===== src/rtl/gf180mcu_osu_sc_12t_clkdiv_n.sv =====
// Glitch-free programmable clock divider with a LOAD/ACK handshake for ratio changes.
// Optional run/stop gating input EN is enabled by defining GF180_CLKDIV_GATE_EN.
module gf180mcu_osu_sc_12t_clkdiv_n #(
   parameter int WIDTH       = 4,
   parameter int DEFAULT_DIV = 2
) (
   input  logic             CLK,
   input  logic             R,
`ifdef GF180_CLKDIV_GATE_EN
   input  logic             EN,
`endif
   input  logic [WIDTH-1:0] DIV,
   input  logic             LOAD,
   output logic             ACK,
   output logic             Y,
   output logic             YN,
   output logic             TC
);

   localparam logic [WIDTH-1:0] DEF_RATIO = (DEFAULT_DIV < 2) ? WIDTH'(2) : WIDTH'(DEFAULT_DIV);

   typedef enum logic {S_IDLE, S_PENDING} state_t;

   state_t           r_state;
   state_t           w_state_next;
   logic [WIDTH-1:0] r_cnt;
   logic [WIDTH-1:0] r_nact;
   logic [WIDTH-1:0] r_npend;
   logic [WIDTH-1:0] w_div_clamp;
   logic [WIDTH-1:0] w_cnt_next;
   logic [WIDTH:0]   w_half;
   logic             w_wrap;
   logic             w_active;
   logic             w_bound;
   logic             w_capture;
   logic             w_adopt;
   logic             w_y_next;
   logic             r_y;
   logic             r_yn;
   logic             r_tc;
   logic             r_ack;

   assign w_div_clamp = (DIV < WIDTH'(2)) ? WIDTH'(2) : DIV;
   // High phase length; rounds up so odd ratios get the extra cycle high.
   assign w_half      = ({1'b0, r_nact} + (WIDTH+1)'(1)) >> 1;
   assign w_wrap      = (r_cnt == (r_nact - WIDTH'(1)));

`ifdef GF180_CLKDIV_GATE_EN
   logic r_run;

   // A stopped divider restarts on the very edge that first samples EN=1.
   assign w_active = r_run | EN;

   always_ff @(posedge CLK or posedge R) begin
      if (R) begin
         r_run <= 1'b1;
      end else if (w_active) begin
         r_run <= w_wrap ? EN : 1'b1;
      end else begin
         r_run <= 1'b0;
      end
   end
`else
   assign w_active = 1'b1;
`endif

   // While stopped, CNT is held at 0, which counts as a period boundary.
   assign w_bound = w_active ? w_wrap : 1'b1;

   // Handshake FSM: state register
   always_ff @(posedge CLK or posedge R) begin
      if (R) begin
         r_state <= S_IDLE;
      end else begin
         r_state <= w_state_next;
      end
   end

   // Handshake FSM: next state
   always_comb begin
      w_state_next = r_state;
      case (r_state)
         S_IDLE:    if (LOAD) w_state_next = S_PENDING;
         S_PENDING: if (!LOAD && w_bound) w_state_next = S_IDLE;
      endcase
   end

   // Handshake FSM: outputs; a LOAD on the boundary edge defers adoption.
   always_comb begin
      w_capture = LOAD;
      w_adopt   = (r_state == S_PENDING) && !LOAD && w_bound;
   end

   always_comb begin
      w_cnt_next = r_cnt + WIDTH'(1);
      if (!w_active || w_wrap) begin
         w_cnt_next = '0;
      end
   end

   assign w_y_next = w_active && ({1'b0, r_cnt} < w_half);

   always_ff @(posedge CLK or posedge R) begin
      if (R) begin
         r_cnt   <= '0;
         r_nact  <= DEF_RATIO;
         r_npend <= DEF_RATIO;
         r_y     <= 1'b0;
         r_yn    <= 1'b1;
         r_tc    <= 1'b0;
         r_ack   <= 1'b0;
      end else begin
         r_cnt <= w_cnt_next;
         r_y   <= w_y_next;
         r_yn  <= ~w_y_next;
         r_tc  <= w_active && (r_cnt == '0);
         r_ack <= w_adopt;
         if (w_capture) begin
            r_npend <= w_div_clamp;
         end
         if (w_adopt) begin
            r_nact <= r_npend;
         end
      end
   end

   assign Y   = r_y;
   assign YN  = r_yn;
   assign TC  = r_tc;
   assign ACK = r_ack;

endmodule


===== config.mk =====
export PLATFORM = sky130hd
export DESIGN_NAME = gf180mcu_osu_sc_12t_clkdiv_n
export DESIGN_NICKNAME = d
export VERILOG_FILES = /design/src/rtl/gf180mcu_osu_sc_12t_clkdiv_n.sv
export SDC_FILE = /design/constraint.sdc
export NUM_CORES = 1
export LEC_CHECK = 0
export ABC_CLOCK_PERIOD_IN_PS = 2100
export BUFFER_PORTS_ARGS = -buffer_cell sky130_fd_sc_hd__buf_4
export CAP_MARGIN = 30
export CORE_MARGIN = 5
export CORE_UTILIZATION = 50
export DETAILED_ROUTE_END_ITERATION = 10
export GPL_ROUTABILITY_DRIVEN = 0
export HOLD_SLACK_MARGIN = 0.03
export PLACE_DENSITY = 0.71
export SETUP_SLACK_MARGIN = 0.5
export SLEW_MARGIN = 5
export SYNTH_ARGS = -nofsm -noshare
export SYNTH_HDL_FRONTEND = slang
export SYNTH_SLANG_ARGS = --single-unit

===== constraint.sdc =====
create_clock -name CLK -period 2.1 [get_ports CLK]
set_input_delay 0 -clock CLK [delete_from_list [all_inputs] [get_ports CLK]]
set_output_delay 0 -clock CLK [all_outputs]
set_load 0.01 [all_outputs]

## Word-level counts from Yosys, hierarchy flattened

Index checks and enable logic that the tools add are counted.
W data, S select, Z words.

| word-level totals | value |
|---|---|
| register bits after elaboration | 17 |
| bits of input ports | 7 |
| output and inout port bits | 4 |
| logic and storage cells | 26 |

| operators by class | value |
|---|---|
| reduce and logical (&&, ||, !) cells | 5 |
| bitwise operators | 2 |
| muxes and demuxes | 5 |
| eq/ne operators | 1 |
| $add $sub $neg | 3 |
| magnitude comparators | 2 |

Operators by type and width:

| kind | count |
|---|---|
| $mux W4 | 2 |
| $add A4 B1 Y5 const B | 1 |
| $add A4 B1 Y4 const B | 1 |
| $eq A4 B4 Y1 | 1 |
| $logic_not A4 Y1 | 1 |
| $lt A4 B2 Y1 const B | 1 |
| $lt A4 B4 Y1 | 1 |
| $sub A4 B1 Y4 const B | 1 |
| $logic_and A1 B1 Y1 | 3 |
| $mux W1 | 2 |
| $not A1 Y1 | 2 |
| $pmux W1 S2 | 1 |
| $logic_not A1 Y1 | 1 |

## Longest topological paths before layout

| logic depth | value |
|---|---|
| depth in word-level cells | 5 |
| gate-level depth with buffers | 6 |
| gate-level depth less buffers | 6 |

## Worst setup path after synthesis

Ideal clock, no wire load.

| timing path | value |
|---|---|
| path type | reg2reg |
| from | register r_nact[1] |
| to | register r_nact[2] |
| slack | 0.210 ns |
| library setup time | 0.125 ns |
| arrival | 1.765 ns |
| stages on the path, launching flop included | 7 |
| buffers on the path | 0 |
| required time | 1.975 ns |
| period minus slack after synthesis | 1.890 ns |
| path through | dfstp_2 inv_1 ha_1 xor2_1 nand3_1 nor4_4 mux2_2 |

| on the way | value |
|---|---|
| cells in the longest elaborated chain, start to end | 3 |

RTL lines:

| element | RTL line | text |
|---|---|---|
| from (decl) | 27 | `logic [WIDTH-1:0] r_nact;` |
| from (signal assigned) | 122 | `r_nact <= r_npend;` |
| $sub A4 B1 Y4 | 46 | `assign w_wrap = (r_cnt == (r_nact - WIDTH'(1)));` |
| $eq A4 B4 Y1 | 46 |  |
| $logic_and A1 B1 Y1 | 91 | `w_adopt = (r_state == S_PENDING) && !LOAD && w_bound;` |
| named net w_adopt | 36 | `logic w_adopt;` |

The timed path passes the listed nets, and every way through them passes these cells.
A chain may end at the register's enable or synchronous reset.

## Worst setup path in the final report

Same ends and word-level chain as after synthesis.

==> flow_summary.toml <==
[status]
status = "completed"

[pwr]
swShare_pct = 37.7
combPwrFrac_pct = 51.8
ir_drop_mv = 0.685
power.density_nw_per_um2 = 1480
intPower_mw = 1.02
power_mw = 1.64
p_leak_nw = 0.529
pwr-share-clk_pct = 10.7
seq_power_share_pct = 37.5
p_switching_mw = 0.617

[sta]
worstMarginPinSlew_ps = 608
finalMaxSlewViolations = 0
finalSetupTns_ps = 0
rsz0062_at_grt = "true"
holdWs_ps = 71.7
finalSetupViolCount = 0
slew_headroom_pct = 59.4
timing.final.crit_share_pct = 89.4
fin_crit_ps = 1880
finalHoldViolations = 0
fin_skew_ps = 5.86
fmax_ghz = 0.532

[floorplan]
die_h_um = 51.3
die_w_um = 51.3
core_area_um2 = 1670
ios = 11
dieArea_um2 = 2630
num_rows = 15
initial_core_util_pct = 51.1

[logic_synthesis]
synth_sequential_area_ratio_pct = 50.3
synthFlopType = "dfrtp_1"
syn_area_um2 = 853
synth_cells = 71
avgSynthCellArea_um2 = 12.0
synth_cell_type_count = 22
synthArstFlopShare_pct = 100
synth_area_leader_cell = "dfrtp_1"
synthesis.nets = 85
synth_most_common_cell = "dfrtp_1"
synth-edff-count = 0
synth_seq_cells = 17
synth_top_area_share_pct = 41.1
yosysWarnings = 0
synthTopCellsByCount = "14 x dfrtp_1, 7 x ha_1, 7 x inv_1, 7 x nor2_1, 5 x mux2_2"
synth_area_leaders = "dfrtp_1 41%, ha_1 10%, dfstp_2 9.2%, mux2_2 6.6%, xnor2_1 4.1%"

[global_route]
antenna_found_initial = 0
grt_pass1_vias = 624
grt-ovfl-total = 0
grt_max_degree = 18
grt_pass1_wl_mm = 2.61
grtUsageTotal_pct = 13.8

[setup_path]
critPathKind = "reg -> reg"
critPathLaunchType = "flop"
cp_max_fo = 5
critPathRequiredTime_ps = 2290
critPathCaptureType = "flop"
worstPathArrival_ps = 2070

[clock_tree]
root_buffer = "clkbuf_4"
cts_sinks = 17
ctsLongestPathBuffers = 2
cts_buffers = 3
cts.clk_slew.worst_paths_ps = 100
htreeDepth = 1
insertion_delay_ps = 300
cts_tree = "done"

[drt]
dr.pass1.iters = 3
drt_iter0_drc = 2
wl_mm = 1.49
vias = 584
drc = 0
wl_per_cell_um = 13.3
avgViaCountPerCell = 5.21
antenna_left = 0

[placement]
dp_hpwl_mm = 1.05
io_buffers = 10
dpl-instance-area_um2 = 961

[final_layout]
drive_gt1_share_pct = 31.6
fin_area_um2 = 1110
num_antenna_cells = 0
nNetsFinal = 110
synthToLayoutAreaGrowth_pct = 29.9
utilization_pct = 66.4

[job]
drv_cap = 0

[worst_hold_path]
hp-class = "in -> reg"
==> per-layer routing <==
metal,vias to the layer above,part of all wire (%),track usage (%)
met4,0,2.1,7.86
met3,3,3.7,3.50
met5,-,0,0
met1,284,44,15.4
met2,12,50,23.8
li1,285,-,-
==> critical path, cell delays in order, from the launching register on <==
cell     delay, ps
dfstp_2        560
inv_2           40
ha_4           260
xor2_1         140
nand3_1        130
nor4_4         140
buf_4          180
mux2_2         330
==> timing repair <==
| action | 4_1_cts | 5_1_grt |
|---|---|---|
| hold buffers | 8 | 0 |
| endpoints found under the hold margin | 19 | 0 |
| gates resized for setup | 2 | 2 |
| pin swaps | 0 | 1 |
| endpoints found under the setup margin | 12 | 11 |
| setup buffers | 3 | 0 |
==> per-stage QoR <==
step	std cells	setup WS [ps]
global placement	97	159
CTS	112	203
global route	112	154
floorplan	71	215
detailed placement	97	107
finish	112	222
==> cells in the final DEF (no fill, tap or decap), types with 2 or more instances in the layout <==
cell type | Yosys | routed
xor2_1 | 4 | 4
ha_4 | 0 | 2
mux2_2 | 5 | 3
nor2_1 | 7 | 7
mux2_4 | 0 | 2
ha_1 | 7 | 5
a21o_1 | 3 | 3
xnor2_1 | 4 | 4
dlygate4sd3_1 | 0 | 8
dfstp_2 | 3 | 3
inv_1 | 7 | 6
nand3_1 | 4 | 4
buf_4 | 0 | 13
dfrtp_1 | 14 | 13
clkbuf_4 | 0 | 3
a21oi_1 | 2 | 2
==> state kept, by name (all words and copies together), names as in the netlist <==
name	cells
ACK	1
TC	1
Y	1
YN	1
r_cnt	4
r_nact	4
r_npend	4
r_state	1
==> logic make-up (layout without fill, tap and decap cells) <==
group	count (synthesis)	after routing	share of synthesized area, %
AO/OA/AOI/OAI	8	8	6.30
multiplexers	6	6	7.77
buffers and inverters	8	32	3.67
flip-flops	17	17	50.3
adder cells (fa/ha/maj)	7	7	10.3
AND/OR/NAND/NOR	16	16	10.9
XOR/XNOR	9	9	10.8
==> power groups by stage <==
stage                     combinational, mW  clock [mW]  sequential, mW
after floorplan                       0.599           0           0.604
after global placement                0.741           0           0.616
after CTS                             0.847       0.182           0.607
after detailed placement              0.777           0           0.620
after global routing                  0.957       0.202           0.634
final                                 0.848       0.176           0.614
==> final cells by class <==
type,instances,area (µm²)
clock buffers,3,22.5
clock inverters,1,5.00
fillers,131,562
inverters,7,26.3
multi-input cells,46,425
flip-flops and latches,17,430
well taps,17,21.3
repair buffers,21,178
==> final timing paths <==
check / start / endpoint / slack (ps) / cells past startpoint
min reg2reg: r_npend[2] / r_nact[2] / 520 / 1
max reg2reg: r_nact[1] / r_nact[2] / 220 / 7
min: LOAD / ACK / 70 / 3
max: r_nact[1] / r_nact[2] / 220 / 7
min in group asynchronous: R / r_npend[0] / 340 / 3
max in group asynchronous: R / r_nact[0] / 1340 / 3
(Power assumes the default switching activity.)
